==> src/rtl/pipeline_hazard_ctrl_pkg.sv <==
// Shared definitions for the pipeline hazard controller: operand source select
// and flush counter sizing.
package pipeline_hazard_ctrl_pkg;

    typedef enum logic [1:0] {
        FWD_RF  = 2'b00,
        FWD_MEM = 2'b01,
        FWD_WB  = 2'b10
    } fwd_sel_t;

    // FLUSH_CYCLES tops out at 7, so the reload value never needs more than 3 bits.
    localparam int FLUSH_CNT_W = 3;

endpackage

==> src/rtl/pipeline_hazard_ctrl_sat_counter.sv <==
// Saturating up-counter used for the hazard unit's performance counters.
// Clear is synchronous and wins over increment.
module sat_counter #(
    parameter int W = 32
) (
    input  logic         gclk,
    input  logic         grst_n,
    input  logic         inc,
    input  logic         clr,
    output logic [W-1:0] count
);

    always_ff @(posedge gclk or negedge grst_n) begin
        if (!grst_n)
            count <= '0;
        else if (clr)
            count <= '0;
        else if (inc && (count != '1))
            count <= count + W'(1);
    end

endmodule

==> src/rtl/pipeline_hazard_ctrl.sv <==
// Hazard controller for the 5-stage core: operand forwarding, load-use and
// stall-only interlocks, multi-cycle redirect flush, and stall/flush counters.
module pipeline_hazard_ctrl
    import pipeline_hazard_ctrl_pkg::*;
#(
    parameter int REG_AW       = 5,
    parameter int FWD_EN       = 1,
    parameter int FLUSH_CYCLES = 1,
    parameter int CNT_W        = 32
) (
    input  logic              i_clk,
    input  logic              i_reset_n,
    input  logic [REG_AW-1:0] i_id_rs1,
    input  logic [REG_AW-1:0] i_id_rs2,
    input  logic              i_id_rs1_used,
    input  logic              i_id_rs2_used,
    input  logic [REG_AW-1:0] i_ex_rs1,
    input  logic [REG_AW-1:0] i_ex_rs2,
    input  logic [REG_AW-1:0] i_ex_rd,
    input  logic              i_ex_reg_write,
    input  logic              i_ex_is_load,
    input  logic [REG_AW-1:0] i_mem_rd,
    input  logic              i_mem_reg_write,
    input  logic [REG_AW-1:0] i_wb_rd,
    input  logic              i_wb_reg_write,
    input  logic              i_redirect,
    input  logic              i_mem_busy,
    input  logic              i_perf_clear,
    output logic [1:0]        o_fwd_a,
    output logic [1:0]        o_fwd_b,
    output logic              o_stall,
    output logic              o_flush,
    output logic              o_pc_write,
    output logic              o_ifid_write,
    output logic              o_idex_bubble,
    output logic [CNT_W-1:0]  o_stall_cycles,
    output logic [CNT_W-1:0]  o_flush_events
);

    localparam logic [FLUSH_CNT_W-1:0] FLUSH_RELOAD = FLUSH_CNT_W'(FLUSH_CYCLES - 1);

    function automatic logic match(input logic [REG_AW-1:0] s,
                                   input logic [REG_AW-1:0] rd,
                                   input logic              we);
        return we && (rd != '0) && (s == rd);
    endfunction

    logic [1:0][REG_AW-1:0] ex_rs;
    logic [1:0][1:0]        fwd_sel;

    assign ex_rs = {i_ex_rs2, i_ex_rs1};

    // MEM holds the younger result, so it is checked before WB.
    for (genvar k = 0; k < 2; k++) begin : g_fwd
        assign fwd_sel[k] = (FWD_EN == 0)                              ? FWD_RF  :
                            match(ex_rs[k], i_mem_rd, i_mem_reg_write) ? FWD_MEM :
                            match(ex_rs[k], i_wb_rd,  i_wb_reg_write)  ? FWD_WB  :
                                                                         FWD_RF;
    end

    assign o_fwd_a = fwd_sel[0];
    assign o_fwd_b = fwd_sel[1];

    logic ex_hit, mem_hit, hazard;

    assign ex_hit  = (i_id_rs1_used && match(i_id_rs1, i_ex_rd, i_ex_reg_write)) ||
                     (i_id_rs2_used && match(i_id_rs2, i_ex_rd, i_ex_reg_write));
    assign mem_hit = (i_id_rs1_used && match(i_id_rs1, i_mem_rd, i_mem_reg_write)) ||
                     (i_id_rs2_used && match(i_id_rs2, i_mem_rd, i_mem_reg_write));
    // Write-before-read regfile: a WB producer never needs an interlock.
    assign hazard  = (i_ex_is_load && ex_hit) || ((FWD_EN == 0) && (ex_hit || mem_hit));

    logic [FLUSH_CNT_W-1:0] flush_cnt;

    // A memory wait freezes the flush sequence; it resumes once busy drops.
    always_ff @(posedge i_clk or negedge i_reset_n) begin
        if (!i_reset_n)
            flush_cnt <= '0;
        else if (!i_mem_busy) begin
            if (i_redirect)
                flush_cnt <= FLUSH_RELOAD;
            else if (flush_cnt != '0)
                flush_cnt <= flush_cnt - FLUSH_CNT_W'(1);
        end
    end

    assign o_flush       = i_reset_n && !i_mem_busy && (i_redirect || (flush_cnt != '0));
    assign o_stall       = i_mem_busy || (hazard && !o_flush);
    assign o_pc_write    = !o_stall || (o_flush && !i_mem_busy);
    assign o_ifid_write  = !o_stall;
    assign o_idex_bubble = (o_stall && !i_mem_busy) || o_flush;

    sat_counter #(.W(CNT_W)) u_stall_cnt (
        .gclk   (i_clk),
        .grst_n (i_reset_n),
        .inc    (o_stall),
        .clr    (i_perf_clear),
        .count  (o_stall_cycles)
    );

    sat_counter #(.W(CNT_W)) u_flush_cnt (
        .gclk   (i_clk),
        .grst_n (i_reset_n),
        .inc    (i_redirect && !i_mem_busy),
        .clr    (i_perf_clear),
        .count  (o_flush_events)
    );

endmodule

==> config.mk <==
export PLATFORM = sky130hd
export DESIGN_NAME = pipeline_hazard_ctrl
export DESIGN_NICKNAME = d
export VERILOG_FILES = /design/src/rtl/pipeline_hazard_ctrl_pkg.sv /design/src/rtl/pipeline_hazard_ctrl_sat_counter.sv /design/src/rtl/pipeline_hazard_ctrl.sv
export SDC_FILE = /design/constraint.sdc
export NUM_CORES = 1
export LEC_CHECK = 0
export CORE_MARGIN = 8
export CORE_UTILIZATION = 35
export CTS_BUF_LIST = sky130_fd_sc_hd__clkbuf_16
export DETAILED_ROUTE_END_ITERATION = 10
export GPL_ROUTABILITY_DRIVEN = 0
export GPL_TIMING_DRIVEN = 0
export PLACE_DENSITY = 0.67
export SYNTH_ARGS = -nofsm -noshare
export SYNTH_HDL_FRONTEND = slang
export SYNTH_SLANG_ARGS = --single-unit
==> constraint.sdc <==
create_clock -name i_clk -period 3.6 [get_ports i_clk]
set_input_delay 1.08 -clock i_clk [delete_from_list [all_inputs] [get_ports i_clk]]
set_output_delay 1.08 -clock i_clk [all_outputs]
set_load 0.02 [all_outputs]
==> summary.txt <==
STA
  – Final hold viol count: 0
  – Post-route minimum period: around 3.6 ns
  – Slew at the pin with the worst max-slew slack: around 0.60 ns
  – Worst setup margin: roughly 0.026 ns
  – Post-route setup TNS: 0 ns
  – Max Clock Freq: 0.280 GHz
  – Worst-case headroom to the max-slew limit: between 50% and 60%
  – Worst clock skew: about 0.011 ns
  – Number of failing setup endpoints in the final timing report: 0
  – Final Max Tran Viols: 0
  – Final critical-path share of the clock period: 99.3%

Global routing
  – Wire length of the first global-routing pass: between 15 and 20 mm
  – Via count of the first global-routing pass: between 3000 and 4000
  – Global-route usage over all layers: around 15%
  – Initial antenna violation count: 0
  – Total congestion overflow: 0
  – Maximum number of pins on one net before global-route repair: 69

Floorplan
  – Die outline area: 15100 µm²
  – I/O pin total: 119
  – Starting utilization of the core area: 35.4%
  – Core Region: around 11000 µm²
  – Vertical die dimension: between 100 and 150 µm
  – Row count: 39
  – Chip width: 123 µm

Worst setup path
  – WS Path Type: in2out
  – Count of buffering cells on the critical path with inverters included: 2
  – Critical-path cell with the highest stage delay: sky130_fd_sc_hd__or4_4
  – Worst Path Max Fanout: 3
  – Top cell family by delay on the critical path: simple AND/OR/NAND/NOR gates
  – Startpoint type of the worst setup path: input port
  – Worst path max stage delay: 0.56 ns
  – Crit path capture type: output port
  – Data arrival time of the worst path: 2.49 ns
  – Cells along the critical path: clkdlybuf4s15_1 > xor2_1 > or4_4 > nor4_4 > buf_4
  – Required time at the worst-slack endpoint: 2.52 ns

Routing
  – Average vias per placed instance: 5.08
  – Total length of routed met3 wires: roughly 910 µm
  – Length of routed wiring on met1: 4.97 mm
  – Mean routed wirelength per cell: 16.4 µm
  – Top Metal Used: met4
  – Number of nets still failing antenna checks after routing: 0
  – Met2 WL: 5.70 mm
  – Number of design rule violations left after detail routing: 0
  – Length of the first detailed-routing pass in iterations: 4
  – Drt initial violations: 192
  – Aggregate routed wire length: 11.7 mm
  – Routed via count: 3624

Synthesis
  – Yosys warns: 0
  – Post-Synthesis Cells: 434
  – Post-Synthesis Net Count: 484
  – Netlist area before placement: 4010 µm²
  – Asr flop ratio synth: 100%
  – Top area cells in the synthesized netlist: sky130_fd_sc_hd__dfrtp_1 (42%), sky130_fd_sc_hd__xnor2_1 (11%), sky130_fd_sc_hd__xor2_1 (8.3%)
  – Top cell type by total area after synthesis: sky130_fd_sc_hd__dfrtp_1
  – Number of enable-type register cells in the synthesized netlist: 0
  – Sequential fraction of the synthesis area: 41.8%
  – Share of Yosys cell area claimed by the top area cell type: 41.8%
  – Post-synthesis register bit count: 67
  – Distinct cell type count after synthesis: 44
  – Dominant register cell in the synthesized netlist: sky130_fd_sc_hd__dfrtp_1
  – Mapped Avg Cell Area: 9.24 µm²

Layout
  – Fraction of final layout cells with drive strength greater than 1: 12.8%
  – Number of standard cells in the layout, taps in and fillers out: 713
  – Area of combinational cells with multiple inputs: 2300 µm²
  – Area used by sequential logic in the layout: 1680 µm²
  – N_diodes: 0
  – Final layout net count: 616
  – Fillers: 1076
  – Area added between synthesis and finish: 42.5%

Placement
  – I/O Buffers: 117
  – Total placed cells including tap cells: 694
  – DP HPWL: 8.66 mm
  – Pre-CTS setup slack: -1.13 ns

Outcome
  – Status: complete, no violations

Clock network
  – Insertion delay to the later sink of the worst-skew pair: 0.33 ns
  – Clock root buffer: sky130_fd_sc_hd__clkbuf_16
  – Number of buffers inserted during clock tree synthesis: 9
  – Clock tree from TritonCTS: yes
  – Hold bufs inserted after CTS: 0
  – Clock edge transition at the registers on the reported setup and hold paths: about 0.050 ns
  – Clk sinks: 67
  – Buffers from clock root to sink, at most: 2
  – CTS H-tree lvls: 3

Hold path
  – Worst min-delay path class: reg2reg

Pwr
  – IR drop worst, VDD: 0.000259 V
  – Overall power: between 1.5 and 2 mW
  – Power density over cell area: 319 nW/µm²
  – Cell leakage power: 2.30 nW

Job
  – Number of max-cap violations: 0
[worst register-to-register path: stages, from the launching register on]
cell and delay, ns:
sky130_fd_sc_hd__dfrtp_1 0.40, sky130_fd_sc_hd__inv_1 0.07, sky130_fd_sc_hd__ha_1 0.15, sky130_fd_sc_hd__ha_1 0.20, sky130_fd_sc_hd__nor2b_1 0.23, sky130_fd_sc_hd__nor3b_2 0.09, sky130_fd_sc_hd__nor2_2 0.18, sky130_fd_sc_hd__a21oi_4 0.11
sky130_fd_sc_hd__buf_4 0.17, sky130_fd_sc_hd__buf_4 0.18, sky130_fd_sc_hd__nor4_1 0.38, sky130_fd_sc_hd__xnor2_1 0.16, sky130_fd_sc_hd__nor2_1 0.05
[metal layers]
metal | vias up | GRT usage (%)
met3 | 11 | 4.84
met1 | 1717 | 18.5
li1 | 1770 | -
met4 | 0 | 4.82
met5 | - | 0
met2 | 126 | 25.8
[metrics by stage]
stage	hold WS (ns)	utilization (%)	area, µm²
floorplan	0.494	-	4030
global placement	0.512	47.5	5380
detailed placement	0.528	47.5	5380
CTS	0.540	50.3	5700
global route	0.574	50.5	5710
finish	0.534	50.5	5710
[final cells by class]
class	count	share of cell area, %
Buffer	17	1.77
Clock buffer	9	3.94
Clock inverter	6	0.613
Inverter	7	0.460
Multi-Input combinational cell	342	40.3
Sequential cell	67	29.3
Tap cell	143	3.13
Timing Repair Buffer	122	20.5
[cell usage in the layout (no fill, tap or decap), drive strengths merged, types with 2 or more instances in the layout]
cell type | synthesis | final
nor3b | 3 | 3
xnor2 | 52 | 52
dlygate4sd2 | 0 | 9
and3 | 10 | 10
clkdlybuf4s50 | 0 | 84
nand3 | 30 | 30
nor4b | 2 | 2
dfrtp | 67 | 67
ha | 4 | 4
inv | 7 | 8
or4 | 5 | 5
and4 | 8 | 8
o21ai | 7 | 7
nor4 | 14 | 14
clkbuf | 8 | 18
nand4 | 22 | 22
nand2 | 26 | 26
dlymetal6s2s | 0 | 3
nor3 | 22 | 22
and2 | 5 | 5
clkdlybuf4s15 | 0 | 4
o22ai | 3 | 3
or3 | 3 | 3
nor2 | 71 | 71
nor2b | 5 | 5
xor2 | 38 | 38
clkinv | 0 | 4
a21oi | 5 | 5
buf | 10 | 30
[worst paths after layout]
check	from	to	slack, ns	cells past startpoint
worst min register to register	flush_cnt[0]	flush_cnt[0]	0.53	2
max in group asynchronous	i_reset_n	u_stall_cnt.count[23]	2.65	1
min in group asynchronous	i_reset_n	u_flush_cnt.count[21]	0.63	1
worst max-delay path	i_wb_rd[4]	o_fwd_a[1]	0.03	5
worst min-delay path	flush_cnt[0]	flush_cnt[0]	0.53	2
worst max register to register	flush_cnt[0]	u_stall_cnt.count[21]	1.09	12
[sequential cells by signal, indices dropped and copies added (netlist names)]
signal,count
u_stall_cnt.count,32
flush_cnt,3
u_flush_cnt.count,32
[Yosys cell counts (6+ instances only)]
library cell / instances
sky130_fd_sc_hd__nor2_1: 70
sky130_fd_sc_hd__dfrtp_1: 67
sky130_fd_sc_hd__xnor2_1: 52
sky130_fd_sc_hd__xor2_1: 38
sky130_fd_sc_hd__nand3_1: 29
sky130_fd_sc_hd__nand2_1: 26
sky130_fd_sc_hd__nand4_1: 20
sky130_fd_sc_hd__nor3_1: 20
sky130_fd_sc_hd__nor4_1: 11
sky130_fd_sc_hd__and3_1: 10
sky130_fd_sc_hd__clkbuf_1: 8
sky130_fd_sc_hd__and4_1: 7
sky130_fd_sc_hd__inv_1: 7
sky130_fd_sc_hd__o21ai_0: 6
[where the power goes]
group | switching (mW) | internal [mW] | total [mW] | leakage [nW]
logic | 0.143 | 0.122 | 0.265 | 1.24
registers | 0.0122 | 0.771 | 0.783 | 0.932
clock network | 0.320 | 0.457 | 0.777 | 0.132
total | 0.475 | 1.35 | 1.82 | 2.30
[kinds of logic after synthesis]
family	share of synthesized area [%]
fa+ha+maj	1.25
flops	41.8
xor+xnor	19.7
mux	0.530
buf+inv	3.37
simple gates	30.7
compound gates	2.65
[what timing repair did]
item,CTS,global route
cloned,0,0
pin swaps,12,10
setup endpoints to repair,9,8
setup buffers,4,1
gates resized for setup,92,27
hold endpoints to repair,0,0
Note: power is estimated with default switching activity, not from simulation.
